$ cat config.mk
export PLATFORM = sky130hd
export DESIGN_NAME = tsg
export DESIGN_NICKNAME = d
export VERILOG_FILES = /design/src/rtl/tsg.sv
export SDC_FILE = /design/constraint.sdc
export NUM_CORES = 1
export LEC_CHECK = 0
export ABC_AREA = 1
export CORE_MARGIN = 8
export CORE_UTILIZATION = 54
export DETAILED_ROUTE_END_ITERATION = 7
export PLACE_DENSITY = 0.85
export SYNTH_ARGS = -nofsm -noshare
export SYNTH_HDL_FRONTEND = slang
export SYNTH_SLANG_ARGS = --single-unit
$ cat constraint.sdc
create_clock -name clk -period 1.88 [get_ports clk]
set_input_delay 0.282 -clock clk [delete_from_list [all_inputs] [get_ports clk]]
set_output_delay 0.282 -clock clk [all_outputs]
set_load 0.005 [all_outputs]
$ cat src/rtl/tsg.sv
`default_nettype none
// ============================================================================
// Module   : tsg
// Purpose  : Two-sequence generator. Serially transmits the framed patterns
//            1011 (sel=0) or 10010 (sel=1), MSB first, for a requested number
//            of frames. Frames are separated by GAP idle zero cycles, and a
//            final FIN cycle drives a zero bit and pulses done.
// Ports    : clk       - rising-edge clock
//            reset     - synchronous, active-high reset
//            start     - run request, sampled only in IDLE
//            sel       - pattern select, latched at start
//            count     - number of frames (0 treated as 1), latched at start
//            abort     - cancel the run in SEND/GAP (TSG_ABORT_EN builds only)
//            x         - serial data, 0 outside frame bits
//            valid     - x carries a frame bit
//            busy      - first frame bit through the FIN cycle
//            frame_end - last bit of each frame
//            done      - one-cycle pulse in FIN
// Config   : define TSG_ABORT_EN to add the abort port and its behaviour.
// Revision : 1.0 - initial release
// ============================================================================
module tsg #(
    parameter int CNT_W = 4,
    parameter int GAP   = 2
) (
    input  logic             clk,
    input  logic             reset,
    input  logic             start,
    input  logic             sel,
    input  logic [CNT_W-1:0] count,
`ifdef TSG_ABORT_EN
    input  logic             abort,
`endif
    output logic             x,
    output logic             valid,
    output logic             busy,
    output logic             frame_end,
    output logic             done
);

    localparam int c_gap_w = $clog2(GAP + 1);

    // Patterns stored with frame bit index i at vector bit i.
    // 1011  -> idx0..3 = 1,0,1,1
    // 10010 -> idx0..4 = 1,0,0,1,0
    localparam logic [4:0]         c_pat_a   = 5'b01101;
    localparam logic [4:0]         c_pat_b   = 5'b01001;
    localparam logic [CNT_W-1:0]   c_one     = CNT_W'(1);
    localparam logic [c_gap_w-1:0] c_gap_one = c_gap_w'(1);
    localparam logic [c_gap_w-1:0] c_gap_ld  = c_gap_w'(GAP);

    typedef enum logic [1:0] {
        S_IDLE = 2'd0,
        S_SEND = 2'd1,
        S_GAP  = 2'd2,
        S_FIN  = 2'd3
    } state_t;

    state_t               r_state;
    logic                 r_sel;
    logic [CNT_W-1:0]     r_rem;
    logic [2:0]           r_bit_idx;
    logic [c_gap_w-1:0]   r_gap_cnt;

    logic [4:0]           w_pat;
    logic [2:0]           w_last;
    logic [2:0]           w_next_idx;
    logic                 w_abort;

    assign w_pat      = r_sel ? c_pat_b : c_pat_a;
    assign w_last     = r_sel ? 3'd4 : 3'd3;
    assign w_next_idx = r_bit_idx + 3'd1;

`ifdef TSG_ABORT_EN
    assign w_abort = abort;
`else
    assign w_abort = 1'b0;
`endif

    // Outputs are registered alongside the state: every branch assigns the
    // output values that belong to the state being entered, so they are valid
    // in the same cycle as that state.
    always_ff @(posedge clk) begin
        if (reset) begin
            r_state   <= S_IDLE;
            r_sel     <= 1'b0;
            r_rem     <= '0;
            r_bit_idx <= '0;
            r_gap_cnt <= '0;
            x         <= 1'b0;
            valid     <= 1'b0;
            busy      <= 1'b0;
            frame_end <= 1'b0;
            done      <= 1'b0;
        end else begin
            frame_end <= 1'b0;
            done      <= 1'b0;
            case (r_state)
                S_IDLE: begin
                    x     <= 1'b0;
                    valid <= 1'b0;
                    busy  <= 1'b0;
                    if (start) begin
                        r_state   <= S_SEND;
                        r_sel     <= sel;
                        r_rem     <= (count == '0) ? c_one : count;
                        r_bit_idx <= '0;
                        // Both patterns begin with a 1, so the first bit does
                        // not depend on the select being latched this edge.
                        x         <= 1'b1;
                        valid     <= 1'b1;
                        busy      <= 1'b1;
                    end
                end

                S_SEND: begin
                    if (w_abort) begin
                        r_state   <= S_IDLE;
                        r_rem     <= '0;
                        r_bit_idx <= '0;
                        r_gap_cnt <= '0;
                        x         <= 1'b0;
                        valid     <= 1'b0;
                        busy      <= 1'b0;
                    end else if (r_bit_idx == w_last) begin
                        r_rem <= r_rem - c_one;
                        x     <= 1'b0;
                        valid <= 1'b0;
                        if (r_rem == c_one) begin
                            r_state <= S_FIN;
                            done    <= 1'b1;
                        end else begin
                            r_state   <= S_GAP;
                            r_gap_cnt <= c_gap_ld;
                        end
                    end else begin
                        r_bit_idx <= w_next_idx;
                        x         <= w_pat[w_next_idx];
                        frame_end <= (w_next_idx == w_last);
                    end
                end

                S_GAP: begin
                    if (w_abort) begin
                        r_state   <= S_IDLE;
                        r_rem     <= '0;
                        r_bit_idx <= '0;
                        r_gap_cnt <= '0;
                        x         <= 1'b0;
                        valid     <= 1'b0;
                        busy      <= 1'b0;
                    end else if (r_gap_cnt == c_gap_one) begin
                        r_state   <= S_SEND;
                        r_bit_idx <= '0;
                        x         <= 1'b1;
                        valid     <= 1'b1;
                    end else begin
                        r_gap_cnt <= r_gap_cnt - c_gap_one;
                    end
                end

                S_FIN: begin
                    r_state <= S_IDLE;
                    x       <= 1'b0;
                    valid   <= 1'b0;
                    busy    <= 1'b0;
                end

                default: begin
                    r_state <= S_IDLE;
                    x       <= 1'b0;
                    valid   <= 1'b0;
                    busy    <= 1'b0;
                end
            endcase
        end
    end

endmodule
`default_nettype wire

# ---- After elaboration in Yosys (flattened, before gate mapping)
# Cells that the tools add are included.
dict set report classes {
  n_mux 29
  order_cmp 1
  n_addsub 3
  n_eq_ne 13
  reduce_logical 14
  n_bitwise 2
}
# op count
set ops {}
lappend ops {{3-bit 2-to-1 mux} 5}
lappend ops {{2-bit 2-to-1 mux} 6}
lappend ops {{4-bit 2-to-1 mux} 3}
lappend ops {{2-bit inequality test, second input constant} 6}
lappend ops {{3-bit one-hot mux with 3 select lines} 1}
lappend ops {{1-bit one-hot mux with 4 select lines} 2}
lappend ops {{2-bit one-hot mux with 4 select lines} 1}
lappend ops {{4-bit one-hot mux with 2 select lines} 1}
lappend ops {{4-bit AND reduction} 2}
lappend ops {{1-bit 2-to-1 mux} 7}
lappend ops {{3-bit equality test} 2}
lappend ops {{3-bit AND reduction} 2}
lappend ops {{3-bit OR reduction} 2}
lappend ops {{2-bit by 1-bit equality test with 1-bit output, second input constant} 2}
lappend ops {{2-bit equality test, second input constant} 2}
lappend ops {{4-bit by 1-bit equality test with 1-bit output, second input constant} 1}
lappend ops {{4-bit zero test} 1}
lappend ops {{3-bit by 4-bit < comparator with 1-bit output, second input constant} 1}
lappend ops {{2-bit one-hot mux with 2 select lines} 1}
lappend ops {{2-bit AND reduction} 2}
lappend ops {{2-bit nonzero test} 2}
lappend ops {{4-bit by 1-bit subtractor with 4-bit output, second input constant} 1}
lappend ops {{3-bit by 1-bit adder with 3-bit output, second input constant} 1}
lappend ops {{1-bit binary-select mux with 3-bit select} 1}
lappend ops {{6 further kinds} 7}
dict set report totals {
  in_bits 8
  out_inout_bits 5
  elab_cells 72
  register_bits 17
}

# ---- Longest topological paths before layout
# Gate-level depths: netlist (run 1).
dict set report logic_depth {
  word_depth 5
  depth_mapped 10
  depth_no_buf 9
}

# ---- Worst setup path after synthesis (run 1)
# Ideal clock, no wire load.
dict set report synth_path {
  kind {register to register}
  from {register r_state[1]}
  to {register r_gap_cnt[1]}
  stages_incl_launch_ff 9
  t_required_ps 1763
  setup_time_ps 117
  period_less_slack_ps 1412
  slack_ps 468
  t_arrival_ps 1296
  path_buffers 0
  cell_sequence {dfxtp_1 > inv_1 > ha_1 > nand2_1 > nor2_1 > a21oi_1 > nand2_4 > nor3_1 > nor2_1}
}
dict set report synth_between {
  elab_chain_len 3
  word_cells_on_any_way 8
  classes_between {5 x eq/ne; 1 x mux; 2 x reduce/logical}
}
# element line_no
set synth_rtl {}
lappend synth_rtl {{start, declared} 59} ;# state_t r_state;
lappend synth_rtl {{start signal, assigned} 85} ;# r_state <= S_IDLE;
lappend synth_rtl {{start signal, assigned} 104} ;# r_state <= S_SEND;
lappend synth_rtl {{start signal, assigned} 118} ;# r_state <= S_IDLE;
lappend synth_rtl {{2-bit equality test or 2-bit by 1-bit equality test with 1-bit output (tied branches)} 98} ;# case (r_state)
lappend synth_rtl {{2-bit inequality test (no line) or 2-bit nonzero test (tied branches)} n/a}
lappend synth_rtl {{4-bit AND reduction (no line)} n/a}
lappend synth_rtl {{end signal, assigned} 134} ;# r_gap_cnt <= c_gap_ld;
lappend synth_rtl {{end signal, assigned} 158} ;# r_gap_cnt <= r_gap_cnt - c_gap_one;
lappend synth_rtl {{end, declared} 63} ;# logic [c_gap_w-1:0] r_gap_cnt;
# Parallel ways exist; a longest one is shown, timed or not.
# A chain may end at the register's enable or synchronous reset.

# ---- Final worst setup path (run 1)
dict set report layout_path {
  from {register r_state[1]}
  to {register r_rem[3]}
}
dict set report layout_between {
  elab_chain_len 3
  word_cells_on_any_way 7
  classes_between {3 x eq/ne; 1 x mux; 3 x reduce/logical}
}
# element line_no
set layout_rtl {}
lappend layout_rtl {{2-bit by 1-bit equality test with 1-bit output or 2-bit zero test (tied branches)} 98}
lappend layout_rtl {{2-bit inequality test (no line) or 2-bit nonzero test (tied branches)} n/a}
lappend layout_rtl {{3-bit AND reduction (no line)} n/a}
lappend layout_rtl {{end signal, assigned} 106} ;# r_rem <= (count == '0) ? c_one : count;
lappend layout_rtl {{end signal, assigned} 126} ;# r_rem <= r_rem - c_one;
lappend layout_rtl {{end, declared} 61} ;# logic [CNT_W-1:0] r_rem;
# Parallel ways exist; a longest one is shown, timed or not.

==> results of run 1 <==
==> critical path, cell delays in order, from the launching register on <==
cell and delay (ns):
dfxtp_1 0.36, inv_1 0.13, ha_1 0.40, inv_2 0.13, o21ai_2 0.25, nand2_2 0.13, nor2_1 0.12, nor2_1 0.05
==> cells by family after synthesis <==
group / count (synthesis)
adder cells (fa/ha/maj): 11
buffers and inverters: 28
XOR/XNOR: 1
AND/OR/NAND/NOR: 82
AO/OA/AOI/OAI: 23
flip-flops: 17
==> cell usage after synthesis (2+ instances only) <==
cell     number
o21ai_0       9
nand2_1      36
inv_1        23
dfxtp_1      17
nand2_2       3
nor2_1       22
nand2_4       2
inv_2         2
ha_1         11
nor3_1        2
nand3_1       8
a21oi_1      11
nand4_1       5
==> sequential cells by signal (all words and copies together) (netlist names), 2 cells and up <==
register and count:
r_bit_idx 3, r_rem 4, r_state 2, r_gap_cnt 2
==> metrics by stage <==
stage / instances / instance area, um^2 / util / power, W
after floorplan: 162 / 1110 / - / 0.00145
after global placement: 200 / 1250 / 0.639 / 0.00164
after detailed placement: 200 / 1250 / 0.639 / 0.00168
after CTS: 204 / 1280 / 0.653 / 0.00190
after global routing: 204 / 1280 / 0.653 / 0.00208
final: 204 / 1280 / 0.653 / 0.00189
==> power by group <==
group	internal [W]	leakage, nW	switching [W]
registers	0.000480	0.140	0.0000835
clock network	0.0000795	0.0177	0.000130
logic	0.000442	0.433	0.000675
total	0.00100	0.590	0.000888
==> worst max path at each step <==
stage,start,to,slack (ns),cells after the start
2_1_floorplan,r_state[1],r_gap_cnt[1],0.47,8
3_3_place_gp,r_state[1],r_rem[3],0.29,7
3_5_place_dp,r_state[1],r_rem[3],0.21,7
4_1_cts,r_state[1],r_rem[3],0.19,7
5_1_grt,r_state[1],r_rem[3],0.05,7
6_report,r_state[1],r_rem[3],0.22,7
==> area by class of cell <==
class / instances / area (um^2) / area share
repair buffers: 14 / 135 / 0.105
clock buffers: 3 / 22.5 / 0.0176
multi-input cells: 117 / 651 / 0.508
clock inverters: 1 / 5.00 / 0.00391
inverters: 25 / 93.8 / 0.0732
well taps: 27 / 33.8 / 0.0264
flip-flops and latches: 17 / 340 / 0.266
==> metal layers <==
metal,track usage,vias to the layer above,wire [um]
li1,-,546,-
met1,0.151,467,1070
met2,0.257,24,1150
met3,0.0334,10,129
met4,0.0844,0,66
met5,0,-,0
==> metrics, run 1 <==
status complete, no violations; cts bufs inserted 3; most frequent cells in the layout nand2_1, inv_1, nor2_1, dfxtp_1, clkdlybuf4s50_1; via count 1047; most common cell after layout, fill and taps aside nand2_1; Rel. slew slack 0.752; f_max 603 MHz; CTS tree done; Adder-Cell Fraction of Synth Area 0.123; Post-Syn Area 1110 um^2; largest family of logic cells by synthesized area simple AND/OR/NAND/NOR gates; asr flop ratio synth 0; Final nets 197; Leak 0.590 nW; Yosys warnings 0; Worst Hold Launch busy; Worst Hold Slack 0.463 ns; ANT nets after route 0; final wirelength 2420 um; vias in the first global route 1055; DRC 0; mux share of post-synthesis cell area 0; DP Worst Slack 0.210 ns; Global Route Usage Sum 0.144; CTS max path bufs 2; Synth area leaders dfxtp_1, ha_1, nand2_1; die height 61.4 um; Die Area 3770 um^2; final hold vios 0; minimum clock period 1.66 ns; reg-to-reg setup timing slack 0.22 ns; count of cell types in the netlist 24; max-cap viol count 0; Endpoint, Worst Hold busy; RR Startpoint r_state[1]; reg2reg end r_rem[3]; crit path launch type register; Setup-failing EPs final 0; maximum VDD drop 0.780 mV; clock tree sinks 17; CTS H-tree depth 1; Area Overhead vs Synth 14.9%; largest net degree at the start of global routing 12; CP Capture Type register; ys flop type dfxtp_1; Worst EP arrival 1.87 ns; Routed wire per std cell 11.8 um; number of synthesized flops with an enable pin 0; Die X 61.4 um; final setup TNS 0 ns; row count 16; post-synthesis cell count 162; area leader, netlist dfxtp_1; worst skew pair latency 0.30 ns; simple-gate area share of the yosys netlist 0.341; IO buf count 12; Compound-Gate Fraction of Synth Area 0.111; placeable core region 1960 um^2; R2R cell count 7; GP Congestion 0.873; worst slew pin tran 0.372 ns; WHS Path Cells 2; Resized Gates After CTS 0; setup ws final 0.221 ns; CP Max Fanout 10; share of layout cells above drive strength 1 0.0960; WP data required 2.09 ns; vias per cell 5.13; first-pass GRT wire length 4110 um; # diodes 0; post-synth top area share 0.305; Tcrit/Tclk final 0.883; # hold bufs at CTS 0; RSZ-0062 raised after global routing false; GR Overflow Total 0; IO Pins 13; 1st-iter DRT viols 26; root buf cell clkbuf_4; # Post-CTS Setup Buffers 0; initial antenna violation count 0; pwr/cell area 1470 nW/um^2; Slew Viols, Final 0; Post-Syn Nets 181; skew final 0.00105 ns; DP Wirelength 1890 um; xor and xnor area share after synthesis 0.00786; Synth Register Bits 17; Initial Util 0.568; Hold Path Class register to register; Syn Area/Cell 6.88 um^2; drt pass-1 iters 4; Seq/Total Area, Yosys 0.305; CP Class register to register; clock-pin slew of the registers on the worst-case setup and hold paths 0.11 ns; filler instances 195
No activity file was read; power rests on OpenSTA's default activity.
==> run 2, diff against run 1 <==
ABC_AREA = not set   (was 1)
==> metrics, run 2 <==
1st-iter DRT viols 48 (was 26); setup ws final 0.0483 ns (was 0.221 ns); Largest Register r_rem (unchanged); Rel. slew slack 0.716 (was 0.752); f_max 546 MHz (was 603 MHz); share of layout cells above drive strength 1 0.248 (was 0.0960); DP Worst Slack -0.0823 ns (was 0.210 ns); Synth area leaders dfxtp_1, ha_1, a21oi_1 (was dfxtp_1, ha_1, nand2_1); CTS H-tree depth 1 (unchanged); worst slew pin tran 0.422 ns (was 0.372 ns); critical-path cell with the highest stage delay or4_4 (was ha_1); CTS tree done (unchanged); ys flop type dfxtp_1 (unchanged); maximum VDD drop 0.476 mV (was 0.780 mV); pwr/cell area 629 nW/um^2 (was 1470 nW/um^2); initial antenna violation count 0 (unchanged); Worst path depth 6 (was 7); root buf cell clkbuf_4 (unchanged); CP Max Fanout 4 (was 10); Post-Syn Area 1130 um^2 (was 1110 um^2); first-pass GRT wire length 5000 um (was 4110 um); GP Congestion 0.833 (was 0.873); Syn Area/Cell 8.75 um^2 (was 6.88 um^2); Initial Util 0.575 (was 0.568); Crit path buffers/inverters 1 (was 2); Power Total 0.000905 W (was 0.00189 W); Regs by FF count r_rem x4, r_bit_idx x3 (unchanged); family with the most delay on the worst path simple AND/OR/NAND/NOR gates (was adder cells); final hold vios 0 (unchanged); CP Class register to register (unchanged); Post-synth top cells dfxtp_1, ha_1, a21oi_1 (was nand2_1, inv_1, nor2_1); drt pass-1 iters 7 (was 4); Die X 61.7 um (was 61.4 um); Die Area 3810 um^2 (was 3770 um^2); worst skew pair latency 0.30 ns (about the same); vias per cell 6.29 (was 5.13); Worst EP arrival 2.07 ns (was 1.87 ns); final wirelength 3080 um (was 2420 um); Seq/Total Area, Yosys 0.302 (was 0.305); clock tree sinks 17 (unchanged); Post-Syn Nets 148 (was 181); Area Overhead vs Synth 27.5% (was 14.9%); WHS Path Cells 2 (unchanged); Tcrit/Tclk final 0.974 (was 0.883); cts bufs inserted 3 (unchanged); DP Area 1370 um^2 (was 1250 um^2); clock-pin slew of the registers on the worst-case setup and hold paths 0.10 ns (was 0.11 ns); crit path launch type register (unchanged); CP Capture Type register (unchanged); Yosys warnings 0 (unchanged); post-synthesis cell count 129 (was 162); count leader, synth dfxtp_1 (was nand2_1); area leader, netlist dfxtp_1 (unchanged); largest net degree at the start of global routing 15 (was 12); crit-path cells inv_1 -> ha_2 -> nor2b_4 -> or3_4 -> or4_4 -> a21oi_2 (was inv_1 -> ha_1 -> inv_2 -> o21ai_2 -> nand2_2 -> nor2_1 -> nor2_1); row count 16 (unchanged); via count 1158 (was 1047); Critical Path Max Stage Delay 0.49 ns (was 0.40 ns); count of cell types in the netlist 46 (was 24); Largest register FFs 4 (unchanged); IO buf count 12 (unchanged); die height 61.7 um (was 61.4 um); R2R cell count 6 (was 7); DP Wirelength 2260 um (was 1890 um); Leak 0.544 nW (was 0.590 nW); asr flop ratio synth 0 (unchanged); ANT nets after route 0 (unchanged); WP data required 2.12 ns (was 2.09 ns); skew final 0.00694 ns (was 0.00105 ns); vias in the first global route 1120 (was 1055); final setup TNS 0 ns (unchanged); post-route cell area 1440 um^2 (was 1280 um^2); # diodes 0 (unchanged); IO Pins 13 (unchanged); Slew Viols, Final 0 (unchanged); max-cap viol count 0 (unchanged); Global Route Usage Sum 0.177 (was 0.144); GR Overflow Total 0 (unchanged); Final nets 177 (was 197); Routed wire per std cell 16.7 um (was 11.8 um); Setup-failing EPs final 0 (unchanged); post-synth top area share 0.302 (was 0.305); DRC 0 (unchanged); most frequent cells in the layout dfxtp_1, buf_4, clkdlybuf4s50_1 (was nand2_1, inv_1, nor2_1, dfxtp_1, clkdlybuf4s50_1); number of synthesized flops with an enable pin 0 (unchanged); placeable core region 1960 um^2 (unchanged); minimum clock period 1.83 ns (was 1.66 ns); status complete, no violations (unchanged); CTS max path bufs 2 (unchanged); Synth Register Bits 17 (unchanged); Hold Path Class register to register (unchanged)
run 2: repair_timing:
item | in CTS | in global routing
setup buffers | 0 | 2
pin swaps | 0 | 1
gates resized for setup | 6 | 8
setup endpoints to repair | 3 | 10
hold buffers | 0 | 0
run 2: metrics by stage:
step / utilization / hold slack (ns) / cells
6_report: 0.733 / 0.471 / 184
4_1_cts: 0.717 / 0.474 / 182
2_1_floorplan: - / 0.351 / 129
3_3_place_gp: 0.696 / 0.455 / 178
5_1_grt: 0.733 / 0.509 / 184
3_5_place_dp: 0.696 / 0.460 / 178
run 2: worst paths after layout:
path                                      to  startpoint  slack [ns]
worst max-delay path            r_bit_idx[2]  r_state[0]        0.05
worst min-delay path                r_rem[1]    r_rem[1]        0.47
worst max register to register  r_bit_idx[2]  r_state[0]        0.05
worst min register to register      r_rem[1]    r_rem[1]        0.47
run 2: where the power goes:
group          internal, W  total [W]  switching [W]
Clock            0.0000792   0.000203       0.000123
Combinational     0.000141   0.000291       0.000150
Sequential        0.000388   0.000412      0.0000238
run 2: routing by layer:
| layer | vias to the layer above | track usage | routed length [um] |
|---|---|---|---|
| met5 | - | 0 | 0 |
| met4 | 0 | 0.104 | 104 |
| met3 | 12 | 0.0370 | 180 |
| met2 | 53 | 0.325 | 1600 |
| met1 | 543 | 0.180 | 1200 |
| li1 | 550 | - | - |
run 2: worst min-delay path: cells and delay by family (launching register included):
kind	cells	cell delay (ns)
flip-flops	1	0.33
AND/OR/NAND/NOR	1	0.05
AO/OA/AOI/OAI	1	0.05
run 2: area by class of cell:
class	instances	area, um^2
repair buffers	26	225
fillers	158	523
flip-flops and latches	17	349
clock buffers	3	22.5
multi-input cells	102	773
clock inverters	1	5.00
inverters	8	30.0
well taps	27	33.8
run 2: logic make-up after synthesis:
| group | synth area share |
|---|---|
| AND/OR/NAND/NOR | 0.282 |
| multiplexers | 0.0188 |
| buffers and inverters | 0.0333 |
| flip-flops | 0.302 |
| AO/OA/AOI/OAI | 0.235 |
| adder cells (fa/ha/maj) | 0.122 |
| XOR/XNOR | 0.00776 |
==> run 3, diff against run 2 <==
SLEW_MARGIN = 30   (was not set)
==> results of run 3 <==
Final layout, timing and power as in run 2 (identical DEF).
